<file path="src/rtl/empu_uart_rx.sv">
// Fabric-side 8N1 UART receiver for the EMPU console stream.
// Mid-bit sampling FSM feeding a show-ahead byte FIFO drained over valid/ready.
module empu_uart_rx #(
    parameter int CLK_HZ     = 27000000,
    parameter int BAUD       = 115200,
    parameter int FIFO_DEPTH = 16
) (
    input  logic                        crystalClk,
    input  logic                        resetButton,
    input  logic                        rxSerial,
    output logic [7:0]                  rxData,
    output logic                        rxValid,
    input  logic                        rxReady,
    output logic [$clog2(FIFO_DEPTH):0] fifoCount,
    output logic                        frameError,
    output logic                        overflow
);

    localparam int CLKS_PER_BIT = (CLK_HZ + BAUD / 2) / BAUD;
    localparam int HALF_BIT     = CLKS_PER_BIT / 2;
    localparam int TW           = (CLKS_PER_BIT > 2) ? $clog2(CLKS_PER_BIT) : 2;
    localparam int AW           = $clog2(FIFO_DEPTH);
    localparam int CW           = AW + 1;

    localparam logic [TW-1:0] BIT_RELOAD  = TW'(CLKS_PER_BIT - 1);
    localparam logic [TW-1:0] HALF_RELOAD = TW'(HALF_BIT - 1);
    localparam logic [TW-1:0] TIMER_ZERO  = TW'(0);
    localparam logic [TW-1:0] TIMER_ONE   = TW'(1);
    localparam logic [CW-1:0] COUNT_ONE   = CW'(1);
    localparam logic [CW-1:0] COUNT_FULL  = CW'(FIFO_DEPTH);
    localparam logic [AW-1:0] PTR_ONE     = AW'(1);

    localparam logic [2:0] ST_IDLE  = 3'd0;
    localparam logic [2:0] ST_START = 3'd1;
    localparam logic [2:0] ST_DATA  = 3'd2;
    localparam logic [2:0] ST_STOP  = 3'd3;
    localparam logic [2:0] ST_BREAK = 3'd4;

    logic          sync1_r;
    logic          rxs_r;
    logic [2:0]    state_r;
    logic [2:0]    state_s;
    logic [TW-1:0] timer_r;
    logic [TW-1:0] timer_s;
    logic [2:0]    bit_idx_r;
    logic [2:0]    bit_idx_s;
    logic [7:0]    shift_r;
    logic [7:0]    shift_s;
    logic          push_s;
    logic          ferr_s;
    logic          push_r;
    logic [7:0]    push_data_r;
    logic          timer_zero_s;

    logic [7:0]    mem_r [FIFO_DEPTH];
    logic [AW-1:0] wr_ptr_r;
    logic [AW-1:0] rd_ptr_r;
    logic [CW-1:0] count_r;
    logic          valid_s;
    logic          full_s;
    logic          pop_s;
    logic          wr_en_s;
    logic          ovf_s;
    logic          frame_error_r;
    logic          overflow_r;

    // Two-flop synchroniser on the asynchronous serial line, idles high.
    always_ff @(posedge crystalClk or negedge resetButton) begin
        if (!resetButton) begin
            sync1_r <= 1'b1;
            rxs_r   <= 1'b1;
        end else begin
            sync1_r <= rxSerial;
            rxs_r   <= sync1_r;
        end
    end

    assign timer_zero_s = (timer_r == TIMER_ZERO);

    // Receive FSM next-state logic; the bit timer reloads on every state change.
    always_comb begin
        state_s   = state_r;
        timer_s   = timer_r;
        bit_idx_s = bit_idx_r;
        shift_s   = shift_r;
        push_s    = 1'b0;
        ferr_s    = 1'b0;
        case (state_r)
            ST_IDLE: begin
                if (!rxs_r) begin
                    state_s = ST_START;
                    timer_s = HALF_RELOAD;
                end else begin
                    timer_s = TIMER_ZERO;
                end
            end
            ST_START: begin
                if (timer_zero_s) begin
                    if (!rxs_r) begin
                        state_s   = ST_DATA;
                        timer_s   = BIT_RELOAD;
                        bit_idx_s = 3'd0;
                    end else begin
                        // Start bit gone by mid-bit: treat as a glitch.
                        state_s = ST_IDLE;
                        timer_s = TIMER_ZERO;
                    end
                end else begin
                    timer_s = timer_r - TIMER_ONE;
                end
            end
            ST_DATA: begin
                if (timer_zero_s) begin
                    shift_s = {rxs_r, shift_r[7:1]};
                    timer_s = BIT_RELOAD;
                    if (bit_idx_r == 3'd7) begin
                        state_s = ST_STOP;
                    end else begin
                        bit_idx_s = bit_idx_r + 3'd1;
                    end
                end else begin
                    timer_s = timer_r - TIMER_ONE;
                end
            end
            ST_STOP: begin
                if (timer_zero_s) begin
                    timer_s = TIMER_ZERO;
                    if (rxs_r) begin
                        push_s  = 1'b1;
                        state_s = ST_IDLE;
                    end else begin
                        ferr_s  = 1'b1;
                        state_s = ST_BREAK;
                    end
                end else begin
                    timer_s = timer_r - TIMER_ONE;
                end
            end
            ST_BREAK: begin
                // Hold here while the line stays low so a break never re-triggers.
                if (rxs_r) begin
                    state_s = ST_IDLE;
                    timer_s = TIMER_ZERO;
                end else begin
                    state_s = ST_BREAK;
                end
            end
            default: begin
                state_s = ST_IDLE;
                timer_s = TIMER_ZERO;
            end
        endcase
    end

    // Receive FSM state, timer, shift register and push/error strobes.
    always_ff @(posedge crystalClk or negedge resetButton) begin
        if (!resetButton) begin
            state_r       <= ST_IDLE;
            timer_r       <= TIMER_ZERO;
            bit_idx_r     <= 3'd0;
            shift_r       <= 8'h00;
            push_r        <= 1'b0;
            push_data_r   <= 8'h00;
            frame_error_r <= 1'b0;
        end else begin
            state_r       <= state_s;
            timer_r       <= timer_s;
            bit_idx_r     <= bit_idx_s;
            shift_r       <= shift_s;
            push_r        <= push_s;
            push_data_r   <= shift_r;
            frame_error_r <= ferr_s;
        end
    end

    assign valid_s = (count_r != {CW{1'b0}});
    assign full_s  = (count_r == COUNT_FULL);
    assign pop_s   = valid_s && rxReady;
    assign wr_en_s = push_r && (!full_s || pop_s);
    assign ovf_s   = push_r && full_s && !pop_s;

    // Byte storage; contents are don't-care outside the occupied window.
    always_ff @(posedge crystalClk) begin
        if (wr_en_s) begin
            mem_r[wr_ptr_r] <= push_data_r;
        end else begin
            mem_r[wr_ptr_r] <= mem_r[wr_ptr_r];
        end
    end

    // FIFO pointers, occupancy and overflow strobe.
    always_ff @(posedge crystalClk or negedge resetButton) begin
        if (!resetButton) begin
            wr_ptr_r   <= {AW{1'b0}};
            rd_ptr_r   <= {AW{1'b0}};
            count_r    <= {CW{1'b0}};
            overflow_r <= 1'b0;
        end else begin
            overflow_r <= ovf_s;
            if (wr_en_s) begin
                wr_ptr_r <= wr_ptr_r + PTR_ONE;
            end
            if (pop_s) begin
                rd_ptr_r <= rd_ptr_r + PTR_ONE;
            end
            case ({wr_en_s, pop_s})
                2'b10:   count_r <= count_r + COUNT_ONE;
                2'b01:   count_r <= count_r - COUNT_ONE;
                default: count_r <= count_r;
            endcase
        end
    end

    assign rxValid    = valid_s;
    assign rxData     = valid_s ? mem_r[rd_ptr_r] : 8'h00;
    assign fifoCount  = count_r;
    assign frameError = frame_error_r;
    assign overflow   = overflow_r;

endmodule

</file>
<file path="config.mk">
export PLATFORM = sky130hd
export DESIGN_NAME = empu_uart_rx
export DESIGN_NICKNAME = d
export VERILOG_FILES = /design/src/rtl/empu_uart_rx.sv
export SDC_FILE = /design/constraint.sdc
export NUM_CORES = 1
export LEC_CHECK = 0
export CAP_MARGIN = 25
export CORE_ASPECT_RATIO = 0.6
export CORE_MARGIN = 2
export CORE_UTILIZATION = 50
export CTS_CLUSTER_SIZE = 14
export DETAILED_ROUTE_END_ITERATION = 6
export GPL_ROUTABILITY_DRIVEN = 0
export GPL_TIMING_DRIVEN = 0
export PLACE_DENSITY = 0.67
export SYNTH_ARGS = -nofsm -noshare
export SYNTH_HDL_FRONTEND = slang
export SYNTH_SLANG_ARGS = --single-unit
</file>
<file path="constraint.sdc">
create_clock -name crystalClk -period 4.5 [get_ports crystalClk]
set_input_delay 0.9 -clock crystalClk [delete_from_list [all_inputs] [get_ports crystalClk]]
set_output_delay 0.9 -clock crystalClk [all_outputs]
set_load 0.01 [all_outputs]
</file>
# Yosys cells after proc, flatten, opt, wreduce, memory -nomap -nowiden
# Memory sizes are Yosys's and may differ from the RTL's.
# Cells that the tools add are included.
op_classes:
  add_sub_neg: 6
  multipliers: 0
  div: 0
  n_lt_le_gt_ge: 0
  eq_ne: 17
  shift: 0
  muxes: 32
  n_bitwise: 1
  n_reduce_logical: 16
op_table:
  columns: ["cell", "count"]
  rows:
  - ["$mux 8", 7]
  - ["$pmux 8 s5", 1]
  - ["$mux 3", 10]
  - ["$ne 2x2->1 const B", 8]
  - ["$pmux 3 s5", 1]
  - ["$pmux 5 s2", 1]
  - ["$reduce_and 5->1", 2]
  - ["$mux 1", 9]
  - ["$add 4x1->4 const B", 2]
  - ["$logic_not 8->1", 1]
  - ["$sub 8x1->8 const B", 1]
  - ["$mux 7", 1]
  - ["$eq 3x2->1 const B", 2]
  - ["$eq 3x3->1 const B", 2]
  - ["$pmux 3 s2", 1]
  - ["$add 5x1->5 const B", 1]
  - ["$eq 5x5->1 const B", 1]
  - ["$reduce_bool 5->1", 1]
  - ["$sub 5x1->5 const B", 1]
  - ["$logic_and 1x1->1", 4]
  - ["$reduce_and 2->1", 2]
  - ["$reduce_bool 2->1", 2]
  - ["$add 3x1->3 const B", 1]
  - ["$eq 3x1->1 const B", 1]
  - ["8 further kinds", 9]
word_totals:
  register_bits: 48
  latchBits: 0
  ram_bits: 128
  rom_bits: 0
  in_bits: 4
  output_inout_bits: 16
  elab_cells: 86
  memories: 1
mem_list:
  columns: ["name", "words", "word_bits", "rd", "rd_clocked_by_memory_dff", "wr", "line_no", "rtl"]
  rows:
  - ["mem_r", 16, 8, 1, 0, 1, "55", "logic [7:0] mem_r [FIFO_DEPTH];"]

# Longest topological paths before layout
logic_depth:
  word_depth: 7
  ltp_mapped: 9
  ltp_nobuf: 8

# Least setup slack after synthesis
# Ideal clock, no wire load.
synth_timing:
  kind: "input to register"
  start: "input port rxReady"
  end: "register count_r[4] (netlist: fifoCount[4])"
  setup_time_ns: 0.124
  arrival_ns: 2.688
  t_required_ns: 4.376
  setup_slack_ns: 1.688
  cell_stages: 8
  n_path_buf: 1
  cell_sequence: "clkbuf_1 -> nor2b_1 -> a21boi_1 -> xor2_1 -> ha_1 -> a31oi_1 -> or3_1 -> a211o_1"
synth_via:
  elab_chain_cells: 5
  elab_cells_between_ends: 7
  classes_between: "eq/ne: 2; mux: 1; reduce/logical: 4"
synth_rtl:
  columns: ["item", "line_no", "rtl"]
  rows:
  - ["start, declared", "13", "input logic rxReady,"]
  - ["$logic_and 1x1->1 (*)", "178", "assign pop_s = valid_s && rxReady;"]
  - ["$logic_or 1x1->1", "179", "assign wr_en_s = push_r && (!full_s || pop_s);"]
  - ["$logic_and 1x1->1", "179", null]
  - ["$eq 2x1->1 / $eq 2x2->1 (equally long branches)", "206", "case ({wr_en_s, pop_s})"]
  - ["$pmux 5 s2 / $reduce_bool 2->1 (equally long branches)", null, null]
  - ["end signal, assigned", "207", "2'b10: count_r <= count_r + COUNT_ONE;"]
  - ["end signal, assigned", "208", "2'b01: count_r <= count_r - COUNT_ONE;"]
  - ["end signal, assigned", "209", "default: count_r <= count_r;"]
  - ["end, declared", "58", "logic [CW-1:0] count_r;"]
# Mark *: on every way between the ends. The rest lies on a longest branch, timed or not.
# A chain may end at the register's enable or synchronous reset.

# Worst setup path after layout
layout_timing:
  start: "register rd_ptr_r[3]"
  end: "output port rxData[5]"
layout_via:
  elab_chain_cells: 2
layout_rtl:
  columns: ["item", "line_no", "rtl"]
  rows:
  - ["start, declared", "57", "logic [AW-1:0] rd_ptr_r;"]
  - ["start signal, assigned", "195", "rd_ptr_r <= {AW{1'b0}};"]
  - ["start signal, assigned", "204", "rd_ptr_r <= rd_ptr_r + PTR_ONE;"]
  - ["$mem_v2 16x8", null, null]
  - ["$mux 8", "215", "assign rxData = valid_s ? mem_r[rd_ptr_r] : 8'h00;"]
  - ["end, declared", "11", "output logic [7:0] rxData,"]
# Every way passes these cells.

==> impl_results.md <==
- Status: finished clean
- TritonCTS Buffers: 17
- Vias per cell: 5.713
- H-tree lvl count: 4
- Setup TNS Final: 0 ns
- Hold Fails Final Rpt: 0
- Register Area: 5047 um^2
- GRT overflow: 0
- Post-route design area: 8254 um^2
- Io pins: 20
- DRC: 0
- Most instantiated library cell after synthesis: edfxtp_1
- Hpwl dp: 9.792 mm
- Share of post-route cells with drive strength above 1: 19.63%
- EDFF count, synth: 128
- Lkg Pwr: 3.224 nW
- Number of global-route vias before repair: 3945
- DIE AREA: 15490 um^2
- Worst Path Arrival: 3.08 ns
- Syn Std Cell Area: 7238 um^2
- Remaining antenna violation count: 0
- FF+latch count, synth: 176
- CTS clk-pin slew, worst paths: 0.07 ns
- Critical Path End Type: primary output
- Pin count of the biggest net entering global routing: 40
- Filler cell count: 1039
- Starting Density: 52.02%
- Async set-or-reset flop fraction in the synthesized netlist: 27.27%
- Worst-Skew Late Latency: 0.42 ns
- R2r worst-path depth: 6
- Root buf cell: clkbuf_16
- Post-CTS Hold Fix Bufs: 0
- Global-route wire length before repair: 22.60 mm
- # port buffers: 18
- Power per standard cell area: 485.9 nW/um^2
- Min Tclk post-route: 3.979 ns
- Sequential area share after synthesis: 69.73%
- Routed WL: 14.27 mm
- RR Endpoint: mem_r[10][2]
- Global Route Usage Sum: 19.81%
- Synth Warn #: 0
- Max Freq: 251.3 MHz
- CP required: 3.60 ns
- Ant. Diodes: 0
- Peak supply drop: 0.0002867 V
- R2R Path Start: fifoCount[1]
- Initial antenna violation count: 0
- Final setup viols: 0
- Post-synth top area share: 53.10%
- Die X: 159.3 um
- Measured slew at the worst slew-check pin: 0.9208 ns
- Top cells by count, synth: edfxtp_1 (128), dfrtp_1 (46), mux4_2 (32)
- Period Utilization, post-route: 88.43%
- Most area-consuming cells after synthesis: edfxtp_1 (53%), dfrtp_1 (16%), mux4_2 (10%)
- Worst R2R Setup Slack: 1.85 ns
- Multi-input gate area: 2061 um^2
- Crit Path Category: reg2out
- Clk buf depth: 2
- Drt pass-1 iters: 4
- Hold Crit Class: in2async
- Clk sinks: 176
- Max-cap violations: 0
- Vias: 3862
- Rows: 33
- CTS tree: built
- DR WL/cell: 21.11 um
- Core area: 13910 um^2
- Mapped Cells: 429
- Startpoint types: flop
- CTS resizes: 0
- Syn Area/Cell: 16.87 um^2
- Die height: 97.20 um
- Dominant cell type by area after synthesis: edfxtp_1
- Max-slew violations: 0
- Maximum fanout along the worst path: 10
- Syn_nets: 444
- Post-synth top flop: edfxtp_1
- Max-slew headroom: 38.39%
- Cell variety after synth: 52
- DRT iter0 DRCs: 348
- Post-CTS setup buffer count: 0
- RSZ-0062 raised after global routing: false
- Nets: 486
- Syn-to-layout area delta: 14.04%
- Clock Skew: 0.01079 ns
- DP Area: 7694 um^2
==> power by group <==
group	switching, mW	total (mW)	internal, mW
Sequential	0.0562	1.82	1.77
Combinational	0.425	0.790	0.365
Clock	0.627	1.40	0.771
Total	1.11	4.01	2.90
==> logic make-up (layout without fill, tap and decap cells) <==
group | Yosys count | in the layout | share of synthesized area, %
buf+inv | 32 | 87 | 1.798
simple gates | 89 | 89 | 6.672
xor+xnor | 11 | 11 | 1.331
flops | 176 | 176 | 69.73
compound gates | 58 | 58 | 5.653
mux | 52 | 52 | 12.91
fa+ha+maj | 11 | 11 | 1.901
==> cells in the final DEF, fill, tap and decap left out, types with 12 or more instances in the layout <==
cell / instances
a211oi_1: 18
dfrtp_1: 46
mux4_2: 32
edfxtp_1: 128
nand2_1: 15
clkbuf_16: 17
clkbuf_1: 12
clkdlybuf4s50_1: 17
nor2_1: 17
buf_2: 13
==> critical path, stage by stage (launching register included) <==
cell and delay [ns]:
dfrtp_1 0.32, clkbuf_1 0.34, clkbuf_1 0.52, mux4_2 0.39
nor2b_1 0.15, a211oi_1 0.34, a211oi_1 0.09, clkdlybuf4s50_1 0.51
==> metal layers <==
layer	part of all wire [%]	routed length (um)	global-route usage, %
met3	5.8	825	4.908
met5	0	0	0
met1	50	7091	30.64
met2	44	6230	28.23
met4	0.88	125	5.175
==> sequential cells by signal, indices dropped and copies added (netlist names), 3 cells and up <==
| name | flops |
|---|---|
| push_data_r | 8 |
| state_r | 3 |
| fifoCount | 5 |
| rd_ptr_r | 4 |
| timer_r | 8 |
| mem_r | 128 |
| bit_idx_r | 3 |
| wr_ptr_r | 4 |
| shift_r | 8 |
==> layout make-up <==
type                            count  area share, %
Buffer                             23          1.167
Clock buffer                       18          5.199
Clock inverter                     14          1.592
Inverter                            9         0.4093
Multi-Input combinational cell    221          24.97
Sequential cell                   176          61.15
Tap cell                          192          2.910
Timing Repair Buffer               23          2.607
==> through the flow <==
| stage | setup slack (ns) | power [mW] | utilization, % | hold slack (ns) | cells |
|---|---|---|---|---|---|
| after floorplan | 1.688 | 2.362 | - | 0.3452 | 429 |
| after global placement | 0.9040 | 2.644 | 55.04 | 0.3480 | 639 |
| after detailed placement | 0.9039 | 2.652 | 55.29 | 0.3491 | 644 |
| after CTS | 0.4479 | 4.042 | 59.32 | 0.3380 | 676 |
| after global routing | 0.3034 | 4.181 | 59.32 | 0.3412 | 676 |
| final | 0.5208 | 4.010 | 59.32 | 0.3381 | 676 |
==> worst max-delay path by stage <==
stage	start	end	slack (ns)	depth (start not counted)
after floorplan	rxReady	fifoCount[4]	1.69	8
after global placement	rd_ptr_r[3]	rxData[5]	0.90	7
after detailed placement	rd_ptr_r[3]	rxData[5]	0.90	7
after CTS	rd_ptr_r[3]	rxData[5]	0.45	7
after global routing	rd_ptr_r[3]	rxData[5]	0.30	7
final	rd_ptr_r[3]	rxData[5]	0.52	7
Note: power is estimated with default switching activity, not from simulation.
